### config.mk
export PLATFORM = sky130hd
export DESIGN_NAME = serial_adder_flat
export DESIGN_NICKNAME = d
export VERILOG_FILES = /design/src/rtl/serial_adder_if.sv /design/src/rtl/serial_adder.sv /design/src/flat_wrapper.sv
export SDC_FILE = /design/constraint.sdc
export NUM_CORES = 1
export LEC_CHECK = 0
export ABC_AREA = 0
export ABC_CLOCK_PERIOD_IN_PS = 1400
export BUFFER_PORTS_ARGS = -buffer_cell sky130_fd_sc_hd__buf_2
export CAP_MARGIN = 20
export CORE_ASPECT_RATIO = 0.5
export CORE_MARGIN = 8
export CORE_UTILIZATION = 54
export CTS_CLUSTER_SIZE = 28
export DETAILED_ROUTE_END_ITERATION = 10
export PLACE_DENSITY = 0.83
export SLEW_MARGIN = 10
export SYNTH_ARGS = -nofsm -noshare
export SYNTH_HDL_FRONTEND = slang
export SYNTH_SLANG_ARGS = --single-unit
export TNS_END_PERCENT = 1
### constraint.sdc
create_clock -name clk -period 1.4 [get_ports clk]
set_input_delay 0.14 -clock clk [delete_from_list [all_inputs] [get_ports clk]]
set_output_delay 0.14 -clock clk [all_outputs]
set_load 0.02 [all_outputs]
### src/rtl/serial_adder_if.sv
// -----------------------------------------------------------------------------
// serial_adder_if
// Purpose : groups the start/busy/done handshake, the operands and the result
//           of the serial adder into one bundle.
// Params  : WIDTH - operand/result width in bits (must match the adder).
// Signals : start, sub, a, b, cin   - request side (driven by the master)
//           busy, done, sum, cout   - response side (driven by the adder)
//           ovf                     - signed overflow, present only when
//                                     SERIAL_ADDER_OVF_EN is defined
// Modports: master - the requester; slave - the adder.
// -----------------------------------------------------------------------------
interface serial_adder_if #(
  parameter int WIDTH = 8
);
  logic             start;
  logic             sub;
  logic [WIDTH-1:0] a;
  logic [WIDTH-1:0] b;
  logic             cin;
  logic             busy;
  logic             done;
  logic [WIDTH-1:0] sum;
  logic             cout;
`ifdef SERIAL_ADDER_OVF_EN
  logic             ovf;

  modport master (
    output start, sub, a, b, cin,
    input  busy, done, sum, cout, ovf
  );

  modport slave (
    input  start, sub, a, b, cin,
    output busy, done, sum, cout, ovf
  );
`else
  modport master (
    output start, sub, a, b, cin,
    input  busy, done, sum, cout
  );

  modport slave (
    input  start, sub, a, b, cin,
    output busy, done, sum, cout
  );
`endif
endinterface

### src/rtl/serial_adder.sv
// -----------------------------------------------------------------------------
// serial_adder
// Purpose : multi-cycle adder/subtractor. Processes DIGIT bits per clock with a
//           single DIGIT-bit ripple slice and a carry register, so a WIDTH-bit
//           operation takes STEPS = WIDTH/DIGIT RUN cycles.
// Params  : WIDTH (>=1) operand width; DIGIT bits per cycle, must divide WIDTH.
// Ports   : clk  - rising-edge clock
//           rst  - synchronous active-high reset (aborts any operation)
//           bus  - serial_adder_if.slave:
//                    start/sub/a/b/cin in, busy/done/sum/cout out
//                    (+ ovf when SERIAL_ADDER_OVF_EN is defined)
// Options : SERIAL_ADDER_OVF_EN - adds a registered signed-overflow flag.
// Notes   : sub=1 computes a + ~b + 1 (cin ignored); cout=1 means no borrow.
//           sum/cout only change on the completion edge or on reset.
// -----------------------------------------------------------------------------
module serial_adder #(
  parameter int WIDTH = 8,
  parameter int DIGIT = 1
) (
  input  logic          clk,
  input  logic          rst,
  serial_adder_if.slave bus
);

  localparam int STEPS = WIDTH / DIGIT;
  localparam int CNT_W = $clog2(STEPS) + 1;
  localparam logic [CNT_W-1:0] LAST_STEP = CNT_W'(STEPS - 1);

  typedef enum logic [0:0] {
    IDLE = 1'b0,
    RUN  = 1'b1
  } state_e;

  state_e           state_q, state_d;
  logic [WIDTH-1:0] a_sh_q, a_sh_d;
  logic [WIDTH-1:0] b_sh_q, b_sh_d;
  logic [WIDTH-1:0] r_q, r_d;
  logic [WIDTH-1:0] sum_q, sum_d;
  logic             carry_q, carry_d;
  logic             busy_q, busy_d;
  logic             done_q, done_d;
  logic             cout_q, cout_d;
  logic [CNT_W-1:0] count_q, count_d;
`ifdef SERIAL_ADDER_OVF_EN
  logic             ovf_q, ovf_d;
`endif

  // Slice result: {carry into MSB of slice, slice carry-out, slice sum}
  logic [DIGIT+1:0]       slice_s;
  logic [WIDTH+DIGIT-1:0] r_ext_s;
  logic [WIDTH-1:0]       r_next_s;

  // Ripple-carry DIGIT-bit slice; also reports the carry into its top bit so
  // the final digit can provide the carry into the operand MSB.
  function automatic logic [DIGIT+1:0] digit_add(
    input logic [DIGIT-1:0] x,
    input logic [DIGIT-1:0] y,
    input logic             ci
  );
    logic [DIGIT:0]   c;
    logic [DIGIT-1:0] s;
    c[0] = ci;
    for (int i = 0; i < DIGIT; i++) begin
      s[i]   = x[i] ^ y[i] ^ c[i];
      c[i+1] = (x[i] & y[i]) | (c[i] & (x[i] ^ y[i]));
    end
    return {c[DIGIT-1], c[DIGIT], s};
  endfunction

  // Slice evaluation and result-register shift used on every RUN step
  always_comb begin
    slice_s  = digit_add(a_sh_q[DIGIT-1:0], b_sh_q[DIGIT-1:0], carry_q);
    // Concatenate-then-slice keeps the shift legal when DIGIT == WIDTH.
    r_ext_s  = {slice_s[DIGIT-1:0], r_q};
    r_next_s = r_ext_s[WIDTH+DIGIT-1:DIGIT];
  end

  // Next-state and datapath update for the IDLE/RUN controller
  always_comb begin
    state_d = state_q;
    a_sh_d  = a_sh_q;
    b_sh_d  = b_sh_q;
    r_d     = r_q;
    sum_d   = sum_q;
    carry_d = carry_q;
    busy_d  = busy_q;
    done_d  = 1'b0;
    cout_d  = cout_q;
    count_d = count_q;
`ifdef SERIAL_ADDER_OVF_EN
    ovf_d   = ovf_q;
`endif
    case (state_q)
      IDLE: begin
        if (bus.start) begin
          a_sh_d  = bus.a;
          b_sh_d  = bus.sub ? ~bus.b : bus.b;
          carry_d = bus.sub ? 1'b1 : bus.cin;
          r_d     = {WIDTH{1'b0}};
          count_d = {CNT_W{1'b0}};
          busy_d  = 1'b1;
          state_d = RUN;
        end else begin
          busy_d  = 1'b0;
        end
      end
      RUN: begin
        a_sh_d  = a_sh_q >> DIGIT;
        b_sh_d  = b_sh_q >> DIGIT;
        r_d     = r_next_s;
        carry_d = slice_s[DIGIT];
        count_d = count_q + CNT_W'(1);
        if (count_q == LAST_STEP) begin
          // Completion: publish the result including the current digit.
          sum_d   = r_next_s;
          cout_d  = slice_s[DIGIT];
          done_d  = 1'b1;
          busy_d  = 1'b0;
          state_d = IDLE;
`ifdef SERIAL_ADDER_OVF_EN
          ovf_d   = slice_s[DIGIT+1] ^ slice_s[DIGIT];
`endif
        end else begin
          busy_d  = 1'b1;
        end
      end
      default: begin
        state_d = IDLE;
        busy_d  = 1'b0;
      end
    endcase
  end

  // State and datapath registers with synchronous reset
  always_ff @(posedge clk) begin
    if (rst) begin
      state_q <= IDLE;
      a_sh_q  <= {WIDTH{1'b0}};
      b_sh_q  <= {WIDTH{1'b0}};
      r_q     <= {WIDTH{1'b0}};
      sum_q   <= {WIDTH{1'b0}};
      carry_q <= 1'b0;
      busy_q  <= 1'b0;
      done_q  <= 1'b0;
      cout_q  <= 1'b0;
      count_q <= {CNT_W{1'b0}};
    end else begin
      state_q <= state_d;
      a_sh_q  <= a_sh_d;
      b_sh_q  <= b_sh_d;
      r_q     <= r_d;
      sum_q   <= sum_d;
      carry_q <= carry_d;
      busy_q  <= busy_d;
      done_q  <= done_d;
      cout_q  <= cout_d;
      count_q <= count_d;
    end
  end

`ifdef SERIAL_ADDER_OVF_EN
  // Overflow flag register, updated only on completion
  always_ff @(posedge clk) begin
    if (rst) begin
      ovf_q <= 1'b0;
    end else begin
      ovf_q <= ovf_d;
    end
  end

  assign bus.ovf = ovf_q;
`endif

  assign bus.busy = busy_q;
  assign bus.done = done_q;
  assign bus.sum  = sum_q;
  assign bus.cout = cout_q;

endmodule

### src/flat_wrapper.sv
// flat-port wrapper written by rule: the top's interface ports become plain ports
module serial_adder_flat 
#(
  parameter int WIDTH = 8,
  parameter int DIGIT = 1
)
  (clk, rst, bus_start, bus_sub, bus_a, bus_b, bus_cin, bus_busy, bus_done, bus_sum, bus_cout);
  serial_adder_if #(.WIDTH(WIDTH)) bus_i ();
  input  logic clk;
  input  logic rst;
  input wire logic [$bits(bus_i.start)-1:0] bus_start;
  input wire logic [$bits(bus_i.sub)-1:0] bus_sub;
  input wire logic [$bits(bus_i.a)-1:0] bus_a;
  input wire logic [$bits(bus_i.b)-1:0] bus_b;
  input wire logic [$bits(bus_i.cin)-1:0] bus_cin;
  output wire logic [$bits(bus_i.busy)-1:0] bus_busy;
  output wire logic [$bits(bus_i.done)-1:0] bus_done;
  output wire logic [$bits(bus_i.sum)-1:0] bus_sum;
  output wire logic [$bits(bus_i.cout)-1:0] bus_cout;
  assign bus_i.start = bus_start;
  assign bus_i.sub = bus_sub;
  assign bus_i.a = bus_a;
  assign bus_i.b = bus_b;
  assign bus_i.cin = bus_cin;
  assign bus_busy = bus_i.busy;
  assign bus_done = bus_i.done;
  assign bus_sum = bus_i.sum;
  assign bus_cout = bus_i.cout;
  serial_adder #(.WIDTH(WIDTH), .DIGIT(DIGIT)) u_core (.clk(clk), .rst(rst), .bus(bus_i));
endmodule
==> results_tabular.tex, run 1 <==
\begin{tabular}{lr}
\hline
Metric & Value \\
\hline
\multicolumn{2}{l}{\textbf{STA}} \\
Minimum clock period & 1.33 ns \\
Setup TNS Final & 0 ns \\
Remaining max-slew budget at the tightest pin & 0.731 \\
Fin worst setup slack & 0.0693 ns \\
Final setup violation count & 0 \\
Worst-margin pin slew & 0.403 ns \\
Worst-case clock skew & 0.00434 ns \\
Final max-slew violation count & 0 \\
Timing-limited maximum frequency & 751 MHz \\
Crit share post-route & 0.951 \\
Final Hold Fails & 0 \\
RSZ-0062 raised after global routing & false \\
\multicolumn{2}{l}{\textbf{Clock network}} \\
H-tree levels & 2 \\
Register clock-pin slew on the reported worst setup and hold paths & 0.07 ns \\
Root Driver & clkbuf\_8 \\
Clock sink count & 39 \\
Clock network latency to the later pin of the worst-skew pair & 0.29 ns \\
Number of buffers added by the clock tree synthesis step & 5 \\
TritonCTS clock tree & yes \\
CTS Buffer Depth & 2 \\
\multicolumn{2}{l}{\textbf{Synthesis}} \\
Post-synth design cell area & 0.00176 mm² \\
Flip-flop cell with the highest count after synthesis & dfxtp\_1 \\
Instance count of the mapped netlist & 190 \\
Most area-consuming cells after synthesis & dfxtp\_1 (44\%), nor2\_1 (5.8\%), a21oi\_1 (5.7\%) \\
Number of unique standard cell types used by synthesis & 26 \\
Biggest area consumer among synthesized cells & dfxtp\_1 \\
Syn Nets & 213 \\
Flops \& latches, synth & 39 \\
Number of enable-type register cells in the synthesized netlist & 0 \\
Part of the Yosys area used for sequential elements & 0.444 \\
Post-Synthesis Mean Instance Area & 9.25 µm² \\
Area share of the largest cell type after synthesis & 0.444 \\
Async set or reset register ratio after synthesis & 0 \\
Synth warnings & 0 \\
\multicolumn{2}{l}{\textbf{Finish}} \\
Area delta synth->final & 15.7\% \\
Commonest cells after routing, fill and taps aside & dfxtp\_1 (38), buf\_2 (31), nor2\_1 (27) \\
Fillers & 252 \\
Most frequent standard cell in the layout excluding fill and tap cells & dfxtp\_1 \\
Net count reported at finish & 244 \\
Antenna diode count & 0 \\
Fraction of layout instances using a drive strength above 1 & 0.303 \\
Filler-free cell count of the finished design & 261 \\
\multicolumn{2}{l}{\textbf{Placement}} \\
Count of buffers from port buffering & 31 \\
Final HPWL DP & 2430 µm \\
RePlAce Congestion & 0.776 \\
Cell Count Post-Placement & 253 \\
Setup slack after placement & 0.0312 ns \\
\multicolumn{2}{l}{\textbf{Floorplanning}} \\
Initial standard-cell utilization of the core & 0.577 \\
Core region area & 0.00305 mm² \\
Die Span X & 96.7 µm \\
DIE HEIGHT & 56.3 µm \\
Die area & 0.00545 mm² \\
Ports & 32 \\
Num rows & 14 \\
\multicolumn{2}{l}{\textbf{GRT}} \\
Aggregate global-route resource usage & 0.127 \\
Wire length of the first global-routing pass & 5810 µm \\
Pin count of the biggest net entering global routing & 20 \\
Number of global-route vias before repair & 1337 \\
Total congestion overflow after global routing & 0 \\
Antenna violations before repair & 0 \\
\multicolumn{2}{l}{\textbf{Routing}} \\
Overall via count from detail\_route & 1373 \\
Initial drt markers & 67 \\
Number of vias per cell & 5.26 \\
Wire length per cell after detailed routing & 13.3 µm \\
Drt drc & 0 \\
Router iterations before antenna repair & 4 \\
Detailed Route WL & 3460 µm \\
Antenna-violating nets left & 0 \\
\multicolumn{2}{l}{\textbf{Worst setup path}} \\
CP Class & register to output pin \\
CP Launch Type & register \\
Largest driver fanout on the critical path & 15 \\
Worst reg-to-reg setup slack & 0.13 ns \\
WP data arrival & 1.19 ns \\
Worst setup EP type & output pin \\
Required time of the worst setup path & 1.26 ns \\
\multicolumn{2}{l}{\textbf{Run status}} \\
Outcome & complete, no violations \\
\multicolumn{2}{l}{\textbf{Job}} \\
Number of max-cap violations & 0 \\
\multicolumn{2}{l}{\textbf{Power and ir drop}} \\
Leakage power & 0.844 nW \\
Maximum VDD drop & 0.000563 V \\
Total power of the final layout & 2.21 mW \\
Pwr dens & 1090 mW/mm² \\
\multicolumn{2}{l}{\textbf{Worst hold path}} \\
HP Class & primary input to register \\
\hline
\end{tabular}
==> cells in the mapped netlist (3+ instances only) <==
library cell,count
buf_2,5
dfxtp_1,39
mux2_2,7
xnor2_1,8
a211o_1,8
nor2_1,27
mux2i_1,9
clkbuf_1,3
a21oi_2,8
buf_6,5
buf_4,3
nand2_1,26
nor3_1,3
nor3b_1,8
a21oi_1,20
==> through the flow <==
step	utilization	cell area, µm²	hold slack [ns]
after CTS	0.660	2010	0.172
after floorplan	-	1760	0.216
after global placement	0.631	1920	0.434
after global routing	0.667	2030	0.206
final	0.667	2030	0.168
after detailed placement	0.631	1920	0.446
==> kinds of logic (layout without fill, tap and decap cells) <==
| group | after synthesis | in the layout | share of synthesized area |
|---|---|---|---|
| and+or+nand+nor | 68 | 69 | 0.177 |
| muxes | 16 | 16 | 0.0961 |
| DFF | 39 | 39 | 0.444 |
| xor gates and xnor gates | 8 | 8 | 0.0399 |
| buffers and inverters | 17 | 47 | 0.0676 |
| adders and majority gates | 2 | 2 | 0.0185 |
| AOI/OAI and AO/OA | 40 | 40 | 0.157 |
==> flip-flops by register name, summed over array words and instances (netlist names) <==
name	cells
u_core.bus.sum	8
u_core.r_q	7
u_core.bus.done	1
u_core.count_q	4
u_core.carry_q	1
u_core.bus.busy	1
u_core.a_sh_q	8
u_core.bus.cout	1
u_core.b_sh_q	8
==> final cells by class <==
class	count	area [µm²]	area share
clock buffers	6	82.6	0.0406
clock inverters	1	5.00	0.00246
inverters	1	3.75	0.00185
multi-input cells	135	881	0.433
flip-flops and latches	39	785	0.386
well taps	40	50.0	0.0246
repair buffers	39	228	0.112
==> routing by layer <==
metal  track usage  up-vias  part of all wire
met3        0.0402        8             0.040
met4        0.0738        0             0.020
met5             0        -                 0
met2         0.214       26              0.49
met1         0.139      630              0.45
li1              -      709                 -
==> repair_timing <==
action / 4_1_cts / 5_1_grt
hold buffers: 0 / 0
resized for setup: 1 / 3
setup buffers: 0 / 0
cloned: 0 / 1
setup endpoints to repair: 1 / 9
pin swaps: 0 / 1
==> worst paths after layout <==
kind,startpoint,endpoint,cells after the start
setup / recovery,u_core.bus.busy,bus_busy,2
hold / removal,bus_a[7],u_core.a_sh_q[7],3
setup reg to reg,u_core.count_q[0],u_core.bus.sum[6],4
hold reg to reg,u_core.bus.sum[3],u_core.bus.sum[3],2
==> report_power, final <==
group	leakage, nW	internal [mW]	switching [mW]
registers	0.318	1.15	0.0353
logic	0.479	0.136	0.135
clock network	0.0470	0.386	0.367
total	0.844	1.67	0.536
==> worst max-delay path: stages (launching register included) <==
cell     delay, ns
dfxtp_4       0.45
buf_4         0.25
buf_2         0.20
Power figures use the tool's default switching activity.
==> run 2, diff against run 1 <==
- ABC_CLOCK_PERIOD_IN_PS: 1400 -> 1650
- CAP_MARGIN: 20 -> 25
- CORE_ASPECT_RATIO: 0.5 -> unset
- CORE_UTILIZATION: 54 -> 55
- PLACE_DENSITY: 0.83 -> 0.84
- clock period: 1.4 -> 1.65 ns (I/O delays scaled with it)
==> run 2 against run 1 <==
  * Sequential share of layout area is 1.2 points higher
  * Flip-flop and latch count stayed put
  * Clock skew is 0.0019 ns higher
  * Register-to-register slack better by 0.14 ns
  * Worst setup slack better by 0.17 ns
  * Critical path type unchanged
  * Via count is 2.7% lower
  * Sequential power is 16% lower
  * First-iteration DRC count is 110% higher
  * Power is 22% lower
  * Die area is 3.4% lower
==> results_tabular.tex, run 2 (synthesis results as in run 1) <==
\begin{tabular}{lr}
\hline
Metric & Value \\
\hline
\multicolumn{2}{l}{\textbf{Run status}} \\
Outcome & complete, no violations \\
\multicolumn{2}{l}{\textbf{Worst setup path}} \\
CP Class & register to output pin \\
Worst setup EP type & output pin \\
Required time of the worst setup path & 1.48 ns \\
WP data arrival & 1.24 ns \\
Largest driver fanout on the critical path & 24 \\
CP Launch Type & register \\
\multicolumn{2}{l}{\textbf{Floorplanning}} \\
Die area & 0.00526 mm² \\
Num rows & 20 \\
Die Span X & 72.5 µm \\
Ports & 32 \\
Core region area & 0.00305 mm² \\
Initial standard-cell utilization of the core & 0.576 \\
DIE HEIGHT & 72.5 µm \\
\multicolumn{2}{l}{\textbf{Finish}} \\
Most frequent standard cell in the layout excluding fill and tap cells & dfxtp\_1 \\
Commonest cells after routing, fill and taps aside & dfxtp\_1 (38), buf\_2 (31), nor2\_1 (27) \\
Area delta synth->final & 11.8\% \\
Fraction of layout instances using a drive strength above 1 & 0.282 \\
Filler-free cell count of the finished design & 260 \\
Non-Filler Cell Area, Final & 0.00197 mm² \\
Antenna diode count & 0 \\
Net count reported at finish & 239 \\
Fillers & 300 \\
\multicolumn{2}{l}{\textbf{Routing}} \\
Router iterations before antenna repair & 4 \\
Overall via count from detail\_route & 1336 \\
Antenna-violating nets left & 0 \\
Drt drc & 0 \\
Initial drt markers & 138 \\
Wire length per cell after detailed routing & 12.2 µm \\
Detailed Route WL & 3170 µm \\
Number of vias per cell & 5.14 \\
\multicolumn{2}{l}{\textbf{STA}} \\
Setup TNS Final & 0 ns \\
Timing-limited maximum frequency & 710 MHz \\
Remaining max-slew budget at the tightest pin & 0.732 \\
Crit share post-route & 0.854 \\
Worst-case clock skew & 0.00621 ns \\
RSZ-0062 raised after global routing & false \\
Minimum clock period & 1.41 ns \\
Final setup violation count & 0 \\
Worst hold slack & 0.0982 ns \\
Worst-margin pin slew & 0.403 ns \\
Final max-slew violation count & 0 \\
Final Hold Fails & 0 \\
\multicolumn{2}{l}{\textbf{Placement}} \\
Cell Count Post-Placement & 253 \\
Final HPWL DP & 2200 µm \\
RePlAce Congestion & 0.727 \\
Count of buffers from port buffering & 31 \\
Dpl cell area & 0.00191 mm² \\
\multicolumn{2}{l}{\textbf{GRT}} \\
Wire length of the first global-routing pass & 5440 µm \\
Total congestion overflow after global routing & 0 \\
Antenna violations before repair & 0 \\
Pin count of the biggest net entering global routing & 29 \\
Aggregate global-route resource usage & 0.131 \\
Number of global-route vias before repair & 1243 \\
\multicolumn{2}{l}{\textbf{Clock network}} \\
TritonCTS clock tree & yes \\
Clock sink count & 39 \\
Count of hold buffers inserted by post-cts repair & 0 \\
Setup repair bufs after CTS & 0 \\
Number of buffers added by the clock tree synthesis step & 5 \\
Clock network latency to the later pin of the worst-skew pair & 0.35 ns \\
H-tree levels & 2 \\
Root Driver & clkbuf\_4 \\
Register clock-pin slew on the reported worst setup and hold paths & 0.11 ns \\
CTS Buffer Depth & 2 \\
Post-cts repair resize count & 0 \\
\multicolumn{2}{l}{\textbf{Power and ir drop}} \\
Maximum VDD drop & 0.000450 V \\
Pwr dens & 881 mW/mm² \\
Leakage power & 0.803 nW \\
Total power of the final layout & 1.73 mW \\
\multicolumn{2}{l}{\textbf{Worst hold path}} \\
HP Class & primary input to register \\
\multicolumn{2}{l}{\textbf{Job}} \\
Number of max-cap violations & 0 \\
\hline
\end{tabular}
[run 2: cell types whose count changed in the layout (fill, tap and decap cells not counted)]
cell / change
buf_12: +1
ha_1: +1
dfxtp_2: +1
clkbuf_8: -5
dfxtp_4: -1
buf_4: -5
ha_2: -1
nand4b_2: +1
nand4b_4: -1
and4b_2: -1
clkbuf_4: +5
[run 2: cell type report]
class	count	area, µm²	share of cell area
Tap cell	44	55.1	0.0280
Sequential cell	39	782	0.398
Timing Repair Buffer	35	210	0.107
Multi-Input combinational cell	134	858	0.437
Inverter	1	3.75	0.00191
Clock buffer	6	51.3	0.0261
Clock inverter	1	5.00	0.00255
[run 2: path summary, 6_finish.rpt]
path	from	to	slack, ns	cells past startpoint
max	u_core.bus.busy	bus_busy	0.24	2
min	bus_a[7]	u_core.a_sh_q[7]	0.1	3
max reg2reg	u_core.count_q[0]	u_core.bus.sum[7]	0.27	4
min reg2reg	u_core.bus.sum[3]	u_core.bus.sum[3]	0.46	2
[run 2: routing by layer]
| layer | vias to the layer above | GRT usage | wire (µm) |
|---|---|---|---|
| met5 | - | 0 | 0 |
| met4 | 0 | 0.0867 | 63 |
| met3 | 7 | 0.0510 | 186 |
| met2 | 30 | 0.203 | 1450 |
| met1 | 601 | 0.146 | 1470 |
| li1 | 698 | - | - |
[run 2: stage by stage]
step,setup WS (ns),util
floorplan,0.438,-
global placement,0.374,0.625
detailed placement,0.305,0.625
CTS,0.220,0.644
global route,0.129,0.644
finish,0.241,0.644
[run 2: worst max-delay path: stages, from the launching register on]
cell	delay, ns
dfxtp_2	0.37
buf_4	0.29
buf_2	0.23
[run 2: report_power, final]
| group | total [mW] | internal [mW] | switching [mW] |
|---|---|---|---|
| logic | 0.228 | 0.112 | 0.117 |
| clock network | 0.504 | 0.197 | 0.306 |
| registers | 1.00 | 0.978 | 0.0221 |
==> run 3, diff against run 2 <==
--- a/config.mk
+++ b/config.mk
@@ -10,5 +10,5 @@
 export BUFFER_PORTS_ARGS = -buffer_cell sky130_fd_sc_hd__buf_2
 export CAP_MARGIN = 25
-export CORE_MARGIN = 8
+export CORE_MARGIN = 2
 export CORE_UTILIZATION = 55
 export CTS_CLUSTER_SIZE = 28
==> constraint.sdc (replaced) <==
create_clock -name clk -period 1.65 [get_ports clk]
set_input_delay 0 -clock clk [delete_from_list [all_inputs] [get_ports clk]]
set_output_delay 0 -clock clk [all_outputs]
set_load 0.02 [all_outputs]
==> run 3 against run 2 <==
  * Hold slack worse by 0.080 ns
  * Global-route usage is 7.1 points higher
  * Maximum frequency is 0.60% higher
  * Wire length is 1.2% lower
  * Clock-buffer cell count is 2 higher
  * Critical path depth increased by 2
  * Largest cell class unchanged
  * Highest routed layer unchanged
==> results_tabular.tex, run 3 (synthesis results as in run 1) <==
\begin{tabular}{lr}
\hline
Metric & Value \\
\hline
\multicolumn{2}{l}{\textbf{Routing}} \\
Overall via count from detail\_route & 1358 \\
Detailed Route WL & 3130 µm \\
Number of vias per cell & 5.18 \\
Wire length per cell after detailed routing & 12.0 µm \\
Drt drc & 0 \\
Initial drt markers & 33 \\
Antenna-violating nets left & 0 \\
Router iterations before antenna repair & 4 \\
\multicolumn{2}{l}{\textbf{Clock network}} \\
H-tree levels & 2 \\
Clock network latency to the later pin of the worst-skew pair & 0.34 ns \\
Register clock-pin slew on the reported worst setup and hold paths & 0.11 ns \\
CTS Buffer Depth & 2 \\
Count of hold buffers inserted by post-cts repair & 2 \\
TritonCTS clock tree & yes \\
Number of buffers added by the clock tree synthesis step & 5 \\
Root Driver & clkbuf\_4 \\
Post-cts repair resize count & 0 \\
Setup repair bufs after CTS & 0 \\
Clock sink count & 39 \\
\multicolumn{2}{l}{\textbf{Placement}} \\
Final HPWL DP & 2070 µm \\
Count of buffers from port buffering & 31 \\
Setup slack after placement & 0.262 ns \\
Cell Count Post-Placement & 252 \\
Dpl cell area & 0.00190 mm² \\
RePlAce Congestion & 0.774 \\
\multicolumn{2}{l}{\textbf{Finish}} \\
Non-Filler Cell Area, Final & 0.00199 mm² \\
Post-Route Utilization & 0.652 \\
Commonest cells after routing, fill and taps aside & dfxtp\_1 (38), buf\_2 (31), nor2\_1 (27) \\
Filler-free cell count of the finished design & 262 \\
Fraction of layout instances using a drive strength above 1 & 0.275 \\
Area delta synth->final & 13.2\% \\
Antenna diode count & 0 \\
Most frequent standard cell in the layout excluding fill and tap cells & dfxtp\_1 \\
Net count reported at finish & 240 \\
\multicolumn{2}{l}{\textbf{Floorplanning}} \\
DIE HEIGHT & 60.5 µm \\
Die area & 0.00366 mm² \\
Ports & 32 \\
Die Span X & 60.5 µm \\
Core region area & 0.00305 mm² \\
Num rows & 20 \\
Initial standard-cell utilization of the core & 0.576 \\
\multicolumn{2}{l}{\textbf{STA}} \\
Minimum clock period & 1.40 ns \\
Final max-slew violation count & 0 \\
Crit share post-route & 0.849 \\
Worst-margin pin slew & 0.443 ns \\
Final Hold Fails & 0 \\
Final setup violation count & 0 \\
Setup TNS Final & 0 ns \\
Worst-case clock skew & 0.00344 ns \\
Timing-limited maximum frequency & 714 MHz \\
Remaining max-slew budget at the tightest pin & 0.705 \\
RSZ-0062 raised after global routing & false \\
Fin worst setup slack & 0.249 ns \\
Worst hold slack & 0.0184 ns \\
\multicolumn{2}{l}{\textbf{Job}} \\
Number of max-cap violations & 0 \\
\multicolumn{2}{l}{\textbf{Power and ir drop}} \\
Total power of the final layout & 1.78 mW \\
Leakage power & 0.810 nW \\
Maximum VDD drop & 0.000544 V \\
Pwr dens & 896 mW/mm² \\
\multicolumn{2}{l}{\textbf{GRT}} \\
Total congestion overflow after global routing & 0 \\
Aggregate global-route resource usage & 0.202 \\
Pin count of the biggest net entering global routing & 40 \\
Antenna violations before repair & 0 \\
Wire length of the first global-routing pass & 5430 µm \\
Number of global-route vias before repair & 1281 \\
\multicolumn{2}{l}{\textbf{Worst hold path}} \\
HP Class & primary input to register \\
\multicolumn{2}{l}{\textbf{Run status}} \\
Outcome & complete, no violations \\
\multicolumn{2}{l}{\textbf{Worst setup path}} \\
Required time of the worst setup path & 1.93 ns \\
CP Launch Type & register \\
WP data arrival & 1.68 ns \\
CP Class & register to register \\
Largest driver fanout on the critical path & 10 \\
Worst setup EP type & register \\
\hline
\end{tabular}
==> run 3: changes by cell type in the layout (fill, tap and decap cells not counted), sizes merged <==
cell / change
clkbuf: +2
dlygate4sd3: +2
buf: -1
clkinv: -1
==> run 3: power by group <==
group	leakage (nW)	internal, mW	switching (mW)
clock network	0.0386	0.251	0.302
registers	0.318	0.978	0.0278
logic	0.454	0.114	0.112
==> run 3: final timing paths <==
check	start	to	slack, ns	cells past startpoint
max reg2reg	u_core.count_q[0]	u_core.bus.sum[1]	0.25	4
max	u_core.count_q[0]	u_core.bus.sum[1]	0.25	4
min	bus_a[3]	u_core.a_sh_q[3]	0.02	4
min reg2reg	u_core.bus.sum[4]	u_core.bus.sum[4]	0.46	2
==> run 3: layout make-up <==
class,count,area (µm²)
fill,273,1060
sequential,39,782
clock buffer,8,68.8
timing repair buffer,36,223
inverter,1,3.75
multi-input combinational,134,858
tap,44,55.1
==> run 3: layer usage <==
layer	up-vias	share of wire	GRT usage	wire length, µm
met5	-	0	0	0
met4	0	0.016	0.0776	50
met3	6	0.057	0.0768	178
met2	34	0.47	0.351	1480
li1	702	-	-	-
met1	616	0.45	0.225	1420
==> run 3: critical path: stages, from the launching register on <==
cell and delay, ns:
dfxtp_1 0.40, ha_1 0.24, and4b_1 0.45, nand2_1 0.10, a21oi_1 0.14
